`config.mk`:
```
export PLATFORM = sky130hd
export DESIGN_NAME = mem_port_arbiter_flat
export DESIGN_NICKNAME = d
export VERILOG_FILES = /design/src/rtl/mem_port_arbiter_pkg.sv /design/src/rtl/mem_port_arbiter_if.sv /design/src/rtl/mem_port_arbiter.sv /design/src/flat_wrapper.sv
export SDC_FILE = /design/constraint.sdc
export NUM_CORES = 1
export LEC_CHECK = 0
export BUFFER_PORTS_ARGS = -buffer_cell sky130_fd_sc_hd__buf_4
export CORE_MARGIN = 1.5
export CORE_UTILIZATION = 40
export CTS_CLUSTER_SIZE = 40
export DETAILED_ROUTE_END_ITERATION = 6
export MAX_ROUTING_LAYER = met4
export PLACE_DENSITY_LB_ADDON = 0.12
export RECOVER_POWER = 25
export SYNTH_ARGS = -nofsm -noshare
export SYNTH_HDL_FRONTEND = slang
export SYNTH_SLANG_ARGS = --single-unit
```
`constraint.sdc`:
```
create_clock -name clk -period 4.79 [get_ports clk]
set_clock_uncertainty 0.15 [all_clocks]
set_input_delay 0.7185 -clock clk [delete_from_list [all_inputs] [get_ports clk]]
set_output_delay 0.7185 -clock clk [all_outputs]
set_load 0.01 [all_outputs]
```
`src/rtl/mem_port_arbiter_pkg.sv`:
```
// Shared types and constants for the IF/MEM memory port arbiter.
package mem_arb_pkg;

    // Access sequencing: sample, strobe memory, wait out read latency, respond.
    typedef enum logic [1:0] {
        IDLE,
        ISSUE,
        WAIT,
        RESP
    } state_e;

    // Owner of the in-flight access; also the encoding of the last grant.
    localparam logic OWN_FETCH = 1'b0;
    localparam logic OWN_DATA  = 1'b1;

    // Supported memory read latency range, in cycles.
    localparam int unsigned MEM_LAT_MIN = 1;
    localparam int unsigned MEM_LAT_MAX = 8;

endpackage

```
`src/rtl/mem_port_arbiter_if.sv`:
```
// Pipeline-side and memory-side signals of the shared memory port.
interface mem_port_arbiter_if #(
    parameter int unsigned ADDR_W = 32,
    parameter int unsigned DATA_W = 32
);
    // Fetch port
    logic              if_req;
    logic [ADDR_W-1:0] if_addr;
    logic [DATA_W-1:0] if_rdata;
    logic              if_ready;
    // Data port
    logic              d_rd;
    logic              d_wr;
    logic [ADDR_W-1:0] d_addr;
    logic [DATA_W-1:0] d_wdata;
    logic [DATA_W-1:0] d_rdata;
    logic              d_ready;
    // Pipeline freeze
    logic              stall_if;
    logic              stall_mem;
    // Memory macro
    logic              mem_en;
    logic              mem_we;
    logic [ADDR_W-1:0] mem_addr;
    logic [DATA_W-1:0] mem_wdata;
    logic [DATA_W-1:0] mem_rdata;

    // Arbiter side
    modport slave (
        input  if_req, if_addr, d_rd, d_wr, d_addr, d_wdata, mem_rdata,
        output if_rdata, if_ready, d_rdata, d_ready, stall_if, stall_mem,
               mem_en, mem_we, mem_addr, mem_wdata
    );

    // Pipeline and memory side
    modport master (
        output if_req, if_addr, d_rd, d_wr, d_addr, d_wdata, mem_rdata,
        input  if_rdata, if_ready, d_rdata, d_ready, stall_if, stall_mem,
               mem_en, mem_we, mem_addr, mem_wdata
    );

endinterface

```
`src/rtl/mem_port_arbiter.sv`:
```
// Serialises IF-stage fetches and MEM-stage loads/stores onto one fixed-latency
// memory port. Data wins a conflict unless it won the previous grant.
module mem_port_arbiter
    import mem_arb_pkg::*;
#(
    parameter int unsigned MEM_LAT = 2,
    parameter int unsigned ADDR_W  = 32,
    parameter int unsigned DATA_W  = 32
) (
    input logic               clk,
    input logic               reset,
    mem_port_arbiter_if.slave bus
);

    localparam int unsigned CNT_W = $clog2(MEM_LAT + 1);

    state_e            state_q;
    logic [CNT_W-1:0]  cnt_q;
    logic              last_grant_q;
    logic              owner_q;
    logic              is_wr_q;
    logic              mem_en_q;
    logic              mem_we_q;
    logic [ADDR_W-1:0] mem_addr_q;
    logic [DATA_W-1:0] mem_wdata_q;
    logic [DATA_W-1:0] if_rdata_q;
    logic [DATA_W-1:0] d_rdata_q;
    logic              if_ready_q;
    logic              d_ready_q;

    logic              data_pend;
    logic              grant_any;
    logic              grant_data;
    logic              grant_wr;
    logic [ADDR_W-1:0] grant_addr;

    // Arbitration decision for the IDLE state; rd+wr together counts as a write.
    always_comb begin
        data_pend       = bus.d_rd | bus.d_wr;
        grant_any       = data_pend | bus.if_req;
        grant_data      = data_pend & (~bus.if_req | (last_grant_q != OWN_DATA));
        grant_wr        = grant_data & bus.d_wr;
        grant_addr      = grant_data ? bus.d_addr : bus.if_addr;
        grant_addr[1:0] = 2'b00;
    end

    // Stalls are gated by reset so every output reads 0 while reset is held.
    assign bus.stall_if  = bus.if_req & ~if_ready_q & ~reset;
    assign bus.stall_mem = data_pend & ~d_ready_q & ~reset;

    assign bus.mem_en    = mem_en_q;
    assign bus.mem_we    = mem_we_q;
    assign bus.mem_addr  = mem_addr_q;
    assign bus.mem_wdata = mem_wdata_q;
    assign bus.if_rdata  = if_rdata_q;
    assign bus.if_ready  = if_ready_q;
    assign bus.d_rdata   = d_rdata_q;
    assign bus.d_ready   = d_ready_q;

    // Access FSM with registered memory strobes, read capture and ready pulses.
    always_ff @(posedge clk or posedge reset) begin
        if (reset) begin
            state_q      <= IDLE;
            cnt_q        <= '0;
            last_grant_q <= OWN_FETCH;
            owner_q      <= OWN_FETCH;
            is_wr_q      <= 1'b0;
            mem_en_q     <= 1'b0;
            mem_we_q     <= 1'b0;
            mem_addr_q   <= '0;
            mem_wdata_q  <= '0;
            if_rdata_q   <= '0;
            d_rdata_q    <= '0;
            if_ready_q   <= 1'b0;
            d_ready_q    <= 1'b0;
        end else begin
            unique case (state_q)
                IDLE: begin
                    if (grant_any) begin
                        state_q      <= ISSUE;
                        owner_q      <= grant_data ? OWN_DATA : OWN_FETCH;
                        last_grant_q <= grant_data ? OWN_DATA : OWN_FETCH;
                        is_wr_q      <= grant_wr;
                        mem_en_q     <= 1'b1;
                        mem_we_q     <= grant_wr;
                        mem_addr_q   <= grant_addr;
                        mem_wdata_q  <= grant_wr ? bus.d_wdata : '0;
                    end
                end
                ISSUE: begin
                    mem_en_q <= 1'b0;
                    mem_we_q <= 1'b0;
                    if (is_wr_q) begin
                        // Only the data port ever writes.
                        state_q   <= RESP;
                        d_ready_q <= 1'b1;
                    end else begin
                        state_q <= WAIT;
                        cnt_q   <= CNT_W'(MEM_LAT);
                    end
                end
                WAIT: begin
                    if (cnt_q == CNT_W'(1)) begin
                        state_q <= RESP;
                        cnt_q   <= '0;
                        if (owner_q == OWN_DATA) begin
                            d_rdata_q <= bus.mem_rdata;
                            d_ready_q <= 1'b1;
                        end else begin
                            if_rdata_q <= bus.mem_rdata;
                            if_ready_q <= 1'b1;
                        end
                    end else begin
                        cnt_q <= cnt_q - CNT_W'(1);
                    end
                end
                RESP: begin
                    // No grant here: requesters get one edge to drop or change.
                    state_q    <= IDLE;
                    if_ready_q <= 1'b0;
                    d_ready_q  <= 1'b0;
                end
                default: state_q <= IDLE;
            endcase
        end
    end

endmodule

```
`src/flat_wrapper.sv`:
```
// flat-port wrapper written by rule: the top's interface ports become plain ports
module mem_port_arbiter_flat import mem_arb_pkg::*;
#(
    parameter int unsigned MEM_LAT = 2,
    parameter int unsigned ADDR_W  = 32,
    parameter int unsigned DATA_W  = 32
)
  (clk, reset, bus_if_req, bus_if_addr, bus_d_rd, bus_d_wr, bus_d_addr, bus_d_wdata, bus_mem_rdata, bus_if_rdata, bus_if_ready, bus_d_rdata, bus_d_ready, bus_stall_if, bus_stall_mem, bus_mem_en, bus_mem_we, bus_mem_addr, bus_mem_wdata);
  mem_port_arbiter_if #(.ADDR_W(ADDR_W), .DATA_W(DATA_W)) bus_i ();
  input logic clk;
  input logic reset;
  input wire logic [$bits(bus_i.if_req)-1:0] bus_if_req;
  input wire logic [$bits(bus_i.if_addr)-1:0] bus_if_addr;
  input wire logic [$bits(bus_i.d_rd)-1:0] bus_d_rd;
  input wire logic [$bits(bus_i.d_wr)-1:0] bus_d_wr;
  input wire logic [$bits(bus_i.d_addr)-1:0] bus_d_addr;
  input wire logic [$bits(bus_i.d_wdata)-1:0] bus_d_wdata;
  input wire logic [$bits(bus_i.mem_rdata)-1:0] bus_mem_rdata;
  output wire logic [$bits(bus_i.if_rdata)-1:0] bus_if_rdata;
  output wire logic [$bits(bus_i.if_ready)-1:0] bus_if_ready;
  output wire logic [$bits(bus_i.d_rdata)-1:0] bus_d_rdata;
  output wire logic [$bits(bus_i.d_ready)-1:0] bus_d_ready;
  output wire logic [$bits(bus_i.stall_if)-1:0] bus_stall_if;
  output wire logic [$bits(bus_i.stall_mem)-1:0] bus_stall_mem;
  output wire logic [$bits(bus_i.mem_en)-1:0] bus_mem_en;
  output wire logic [$bits(bus_i.mem_we)-1:0] bus_mem_we;
  output wire logic [$bits(bus_i.mem_addr)-1:0] bus_mem_addr;
  output wire logic [$bits(bus_i.mem_wdata)-1:0] bus_mem_wdata;
  assign bus_i.if_req = bus_if_req;
  assign bus_i.if_addr = bus_if_addr;
  assign bus_i.d_rd = bus_d_rd;
  assign bus_i.d_wr = bus_d_wr;
  assign bus_i.d_addr = bus_d_addr;
  assign bus_i.d_wdata = bus_d_wdata;
  assign bus_i.mem_rdata = bus_mem_rdata;
  assign bus_if_rdata = bus_i.if_rdata;
  assign bus_if_ready = bus_i.if_ready;
  assign bus_d_rdata = bus_i.d_rdata;
  assign bus_d_ready = bus_i.d_ready;
  assign bus_stall_if = bus_i.stall_if;
  assign bus_stall_mem = bus_i.stall_mem;
  assign bus_mem_en = bus_i.mem_en;
  assign bus_mem_we = bus_i.mem_we;
  assign bus_mem_addr = bus_i.mem_addr;
  assign bus_mem_wdata = bus_i.mem_wdata;
  mem_port_arbiter #(.MEM_LAT(MEM_LAT), .ADDR_W(ADDR_W), .DATA_W(DATA_W)) u_core (.clk(clk), .reset(reset), .bus(bus_i));
endmodule
```
# [Word-level counts from Yosys, hierarchy flattened]
# Index checks and enable logic that the tools add are counted.
[totals] register_bits=136 latch_bits=0 ram_bits=0 romBits=0 out_inout_bits=134 elab_cells=71 mem_count=0
[op_classes] addsub=1 mul=0 div=0 magnitude_cmp=0 n_eq_ne=10 shifts=0 mux=21 n_bitwise=14 reduce_logical=13
[ops] cell="$mux W32" n=2
[ops] cell="$mux W1" n=9
[ops] cell="$reduce_and A3 Y1" n=3
[ops] cell="$mux W2" n=4
[ops] cell="$ne A2 B1 Y1 const B" n=4
[ops] cell="$pmux W2 S4" n=1
[ops] cell="$reduce_and A2 Y1" n=4
[ops] cell="$and A1 B1 Y1" n=6
[ops] cell="$pmux W1 S2" n=3
[ops] cell="$reduce_bool A2 Y1" n=3
[ops] cell="$not A1 Y1" n=5
[ops] cell="$eq A2 B1 Y1 const B" n=2
[ops] cell="$eq A2 B2 Y1 const B" n=2
[ops] cell="$ne A2 B2 Y1 const B" n=2
[ops] cell="$pmux W2 S2" n=1
[ops] cell="$reduce_and A4 Y1" n=1
[ops] cell="$or A1 B1 Y1" n=3
[ops] cell="$pmux W1 S3" n=1
[ops] cell="$reduce_bool A3 Y1" n=1
[ops] cell="$logic_not A2 Y1" n=1
[ops] cell="$sub A2 B1 Y2 const B" n=1

# [Depth between registers and ports, before layout]
[depth] word_depth=6 ltp_mapped=7 ltp_nobuf=5

# [Worst setup path before layout]
# No wires, ideal clock.
[synth_path] kind="input to output" startpoint="input reset" endpoint="output bus_stall_if" arrival_ps=1039 t_required_ps=3922 slack_ps=2882 cell_stages=1 path_cell_list="nor3b_1"
[synth_between] elab_chain_cells=2
[synth_rtl] element="start, declared" line_no="flat_wrapper.sv:11" text="input logic reset;"
[synth_rtl] element="$not A1 Y1" line_no="mem_port_arbiter.sv:48" text="assign bus.stall_if = bus.if_req & ~if_ready_q & ~reset;"
[synth_rtl] element="$and A1 B1 Y1" line_no="mem_port_arbiter.sv:48"
[synth_rtl] element="end, declared" line_no="flat_wrapper.sv:23" text="output wire logic [$bits(bus_i.stall_if)-1:0] bus_stall_if;"
# No other way between the ends.

==> summary.md <==
| Metric | Value |
|---|---|
| Status | `finished with violations` |
| Failing checks | `max-capacitance violations, max-slew violations` |
| Pins over their slew limit | `approximately 100` |
| VDD IR max | `0.000244 V` |
| Vias | `roughly 4,100` |
| Startpoint types | `input port` |
| Multi-input combinational cell area | `between 1500 and 2000 µm²` |
| Post-Route WL | `around 13,000 µm` |
| Total core area | `around 13,000 µm²` |
| Register area | `3400 µm²` |
| R2r setup slk | `2.36 ns` |
| CP max FO | `102` |
| Synthesized instance count | `400` |
| First-pass DRT Iterations | `4` |
| Met2 Track Usage GR | `about a third` |
| Worst r2r path cells | `4` |
| DP Wirelength | `between 9000 and 10,000 µm` |
| Least-Margin Pin Slew | `around 2.1 ns` |
| RSZ-0062 raised after global routing | `no` |
| Min Tclk post-route | `2.44 ns` |
| Critical path endpoint category | `asynchronous set/reset pin` |
| Largest net degree at the start of global routing | `a little over 100` |
| WP data required | `just over 5 ns` |
| Hold Crit Class | `flip-flop to flip-flop` |
| Ys flop type | `dfrtp_1` |
| Relative max-transition margin | `-40.7%` |
| Synth Cell Area | `between 5000 and 6000 µm²` |
| Number of flops mapped to enable cells by yosys | `0` |
| Max cap viols | `1` |
| Total track usage | `19.3%` |
| # IOs | `approximately 270` |
| Nets@finish | `approximately 800` |
| Yosys cell types | `34` |
| Root Buffer | `clkbuf_16` |
| First-pass GRT wire length | `around 21,000 µm` |
| CTS H-tree depth | `4` |
| Initial Util | `roughly 41%` |
| #FFs+latches synth | `roughly 140` |
| Std-Cell Rows | `42` |
| Critical path arrival | `between 2 and 3 ns` |
| Period Utilization, post-route | `50.9%` |
| Setup repair bufs after CTS | `0` |
| Horiz. Die Dim | `~120 µm` |
| Met1 Track Usage GR | `22.1%` |
| Worst reg2reg path endpoint | `u_core.bus.d_rdata[13]` |
| Reg clk slew, reported paths | `around 0.060 ns` |
| Crit path launch | `reset` |
| Sink Count | `around 140` |
| Initial antenna violation count | `0` |
| Ratio of cells with drive above 1 in the final layout | `a little over half` |
| Register area share after synthesis | `~60%` |
| CTS buffer count | `17` |
| WL per Instance | `15.7 µm` |
| Drc violations | `0` |
| Fmax | `a little over 400 MHz` |
| Area of the die | `roughly 15,000 µm²` |
| Buffers on Ports | `260` |
| Most Crowded Layer GR | `met2` |
| Skew-Pair Late Insertion Delay | `between 0.4 and 0.5 ns` |
| Kind of critical path | `input port to asynchronous set/reset pin` |
| Clock buffer depth | `2` |
| Ys Warns | `0` |
| Ant diodes | `0` |
| # fillers | `1,062` |
| TritonCTS clock tree | `done` |
| Post-cts hold buffer count | `0` |
| Setup violators final | `0` |
| GRT Residual Overflow | `0` |
| Fin util | `61.5%` |
| Die Y | `121 µm` |
| Hold Vio Cnt, Final | `0` |
| CP Capture Point | `u_core.bus.if_rdata[3]` |
| Post_cts resized | `0` |
| Number of global-route vias before repair | `~4,200` |
| Final ANT Viol Nets | `0` |
| Power Density | `663 nW/µm²` |
| Layout area overhead | `48.2%` |
| Vias per cell | `about 4.8` |
| LEAKAGE | `slightly above 4 nW` |
| DRT iter0 DRCs | `247` |
| Global placer's final weighted congestion | `0.740` |
| Met3 usage | `under 10%` |
| Synth async-reset ratio | `100%` |
| HP Start | `u_core.bus.mem_addr[16]` |
| TNS Setup | `0 ns` |
| Avg Inst Size Synth | `roughly 14 µm²` |
| Worst r2r src | `u_core.state_q[0]` |
-- state kept, by name, summed over array words and instances, names as in the netlist --
name / flops
u_core.bus.d_rdata: 32
u_core.last_grant_q: 1
u_core.bus.d_ready: 1
u_core.bus.if_rdata: 32
u_core.bus.mem_en: 1
u_core.bus.mem_addr: 30
u_core.is_wr_q: 1
u_core.bus.if_ready: 1
u_core.bus.mem_wdata: 32
u_core.state_q: 2
u_core.cnt_q: 2
u_core.bus.mem_we: 1
-- metrics by stage --
stage	instances	worst slack [ns]	area, µm²	power, mW	hold WS, ns
after floorplan	401	0.282	5560	3.06	0.323
after global placement	816	2.34	7610	4.06	0.314
after detailed placement	816	2.30	7610	4.13	0.322
after CTS	848	2.31	8240	5.53	0.334
after global routing	848	1.97	8240	5.79	0.352
final	848	2.35	8240	5.46	0.328
-- report_power, final --
group	total, mW	internal (mW)	switching, mW
Sequential	1.98	1.68	0.299
Combinational	2.11	1.15	0.952
Clock	1.37	0.896	0.474
-- how the worst min path moves through the flow --
| stage | endpoint | slack (ns) | cells past startpoint |
|---|---|---|---|
| final | u_core.bus.mem_addr[16] | 0.33 | 2 |
| after global routing | u_core.bus.mem_wdata[3] | 0.35 | 2 |
| after CTS | u_core.bus.mem_addr[16] | 0.33 | 2 |
| after detailed placement | u_core.bus.mem_addr[16] | 0.32 | 2 |
| after global placement | u_core.bus.mem_addr[6] | 0.31 | 2 |
| after floorplan | u_core.is_wr_q | 0.32 | 1 |
-- cell usage after synthesis, types with 2 or more instances --
master / number / area (µm²)
ha_1: 7 / 87.6
buf_4: 5 / 37.5
mux2_1: 9 / 101
nor2_1: 3 / 11.3
nor2b_1: 2 / 12.5
mux2_2: 58 / 653
nor3_1: 2 / 10.0
nand2_1: 35 / 131
dfrtp_1: 136 / 3400
a22o_1: 33 / 289
o21ai_0: 30 / 150
buf_2: 13 / 65.1
a21o_1: 2 / 15.0
inv_1: 8 / 30.0
a211oi_1: 2 / 15.0
mux2i_1: 33 / 330
clkbuf_1: 3 / 11.3
buf_8: 3 / 45.0
-- kinds of logic (layout without fill, tap and decap cells) --
group / count (synthesis) / in the layout / share of synthesized area (%)
AO/OA/AOI/OAI: 77 / 77 / 10.2
adder cells (fa/ha/maj): 7 / 7 / 1.58
buffers and inverters: 33 / 304 / 3.60
flip-flops: 136 / 136 / 61.2
multiplexers: 100 / 100 / 19.5
other: 1 / 2 / 0.0675
AND/OR/NAND/NOR: 46 / 46 / 3.76
-- area by class of cell --
type / instances / area share (%)
repair buffers: 264 / 24.0
clock buffers: 20 / 5.55
inverters: 8 / 0.410
multi-input cells: 232 / 23.9
well taps: 176 / 2.67
flip-flops and latches: 136 / 41.3
clock inverters: 12 / 2.11
-- metal layers --
layer,share of wire [%],vias to the layer above
met5,0,-
met4,1.8,0
met3,5.7,19
met2,52,150
met1,40,1984
li1,-,1942
-- worst max-delay path, cell delays in order --
cell and delay (ns):
clkbuf_1 0.12, clkinvlp_4 1.34, buf_4 0.59
-- cells in the final DEF, fill, tap and decap left out, types with 2 or more instances in the layout --
cell,count
nor2b_1,2
nor2_1,3
ha_1,7
clkbuf_8,2
bufinv_16,4
buf_4,263
inv_1,7
clkinv_2,4
a211oi_1,2
dfrtp_1,136
o21ai_0,30
mux2_2,58
a22o_1,33
a21o_1,2
clkinvlp_4,2
clkinv_4,3
clkbuf_16,17
mux2i_1,33
clkbuf_1,2
conb_1,2
mux2_1,9
nor3_1,2
nand2_1,35
Power figures use the tool's default switching activity.
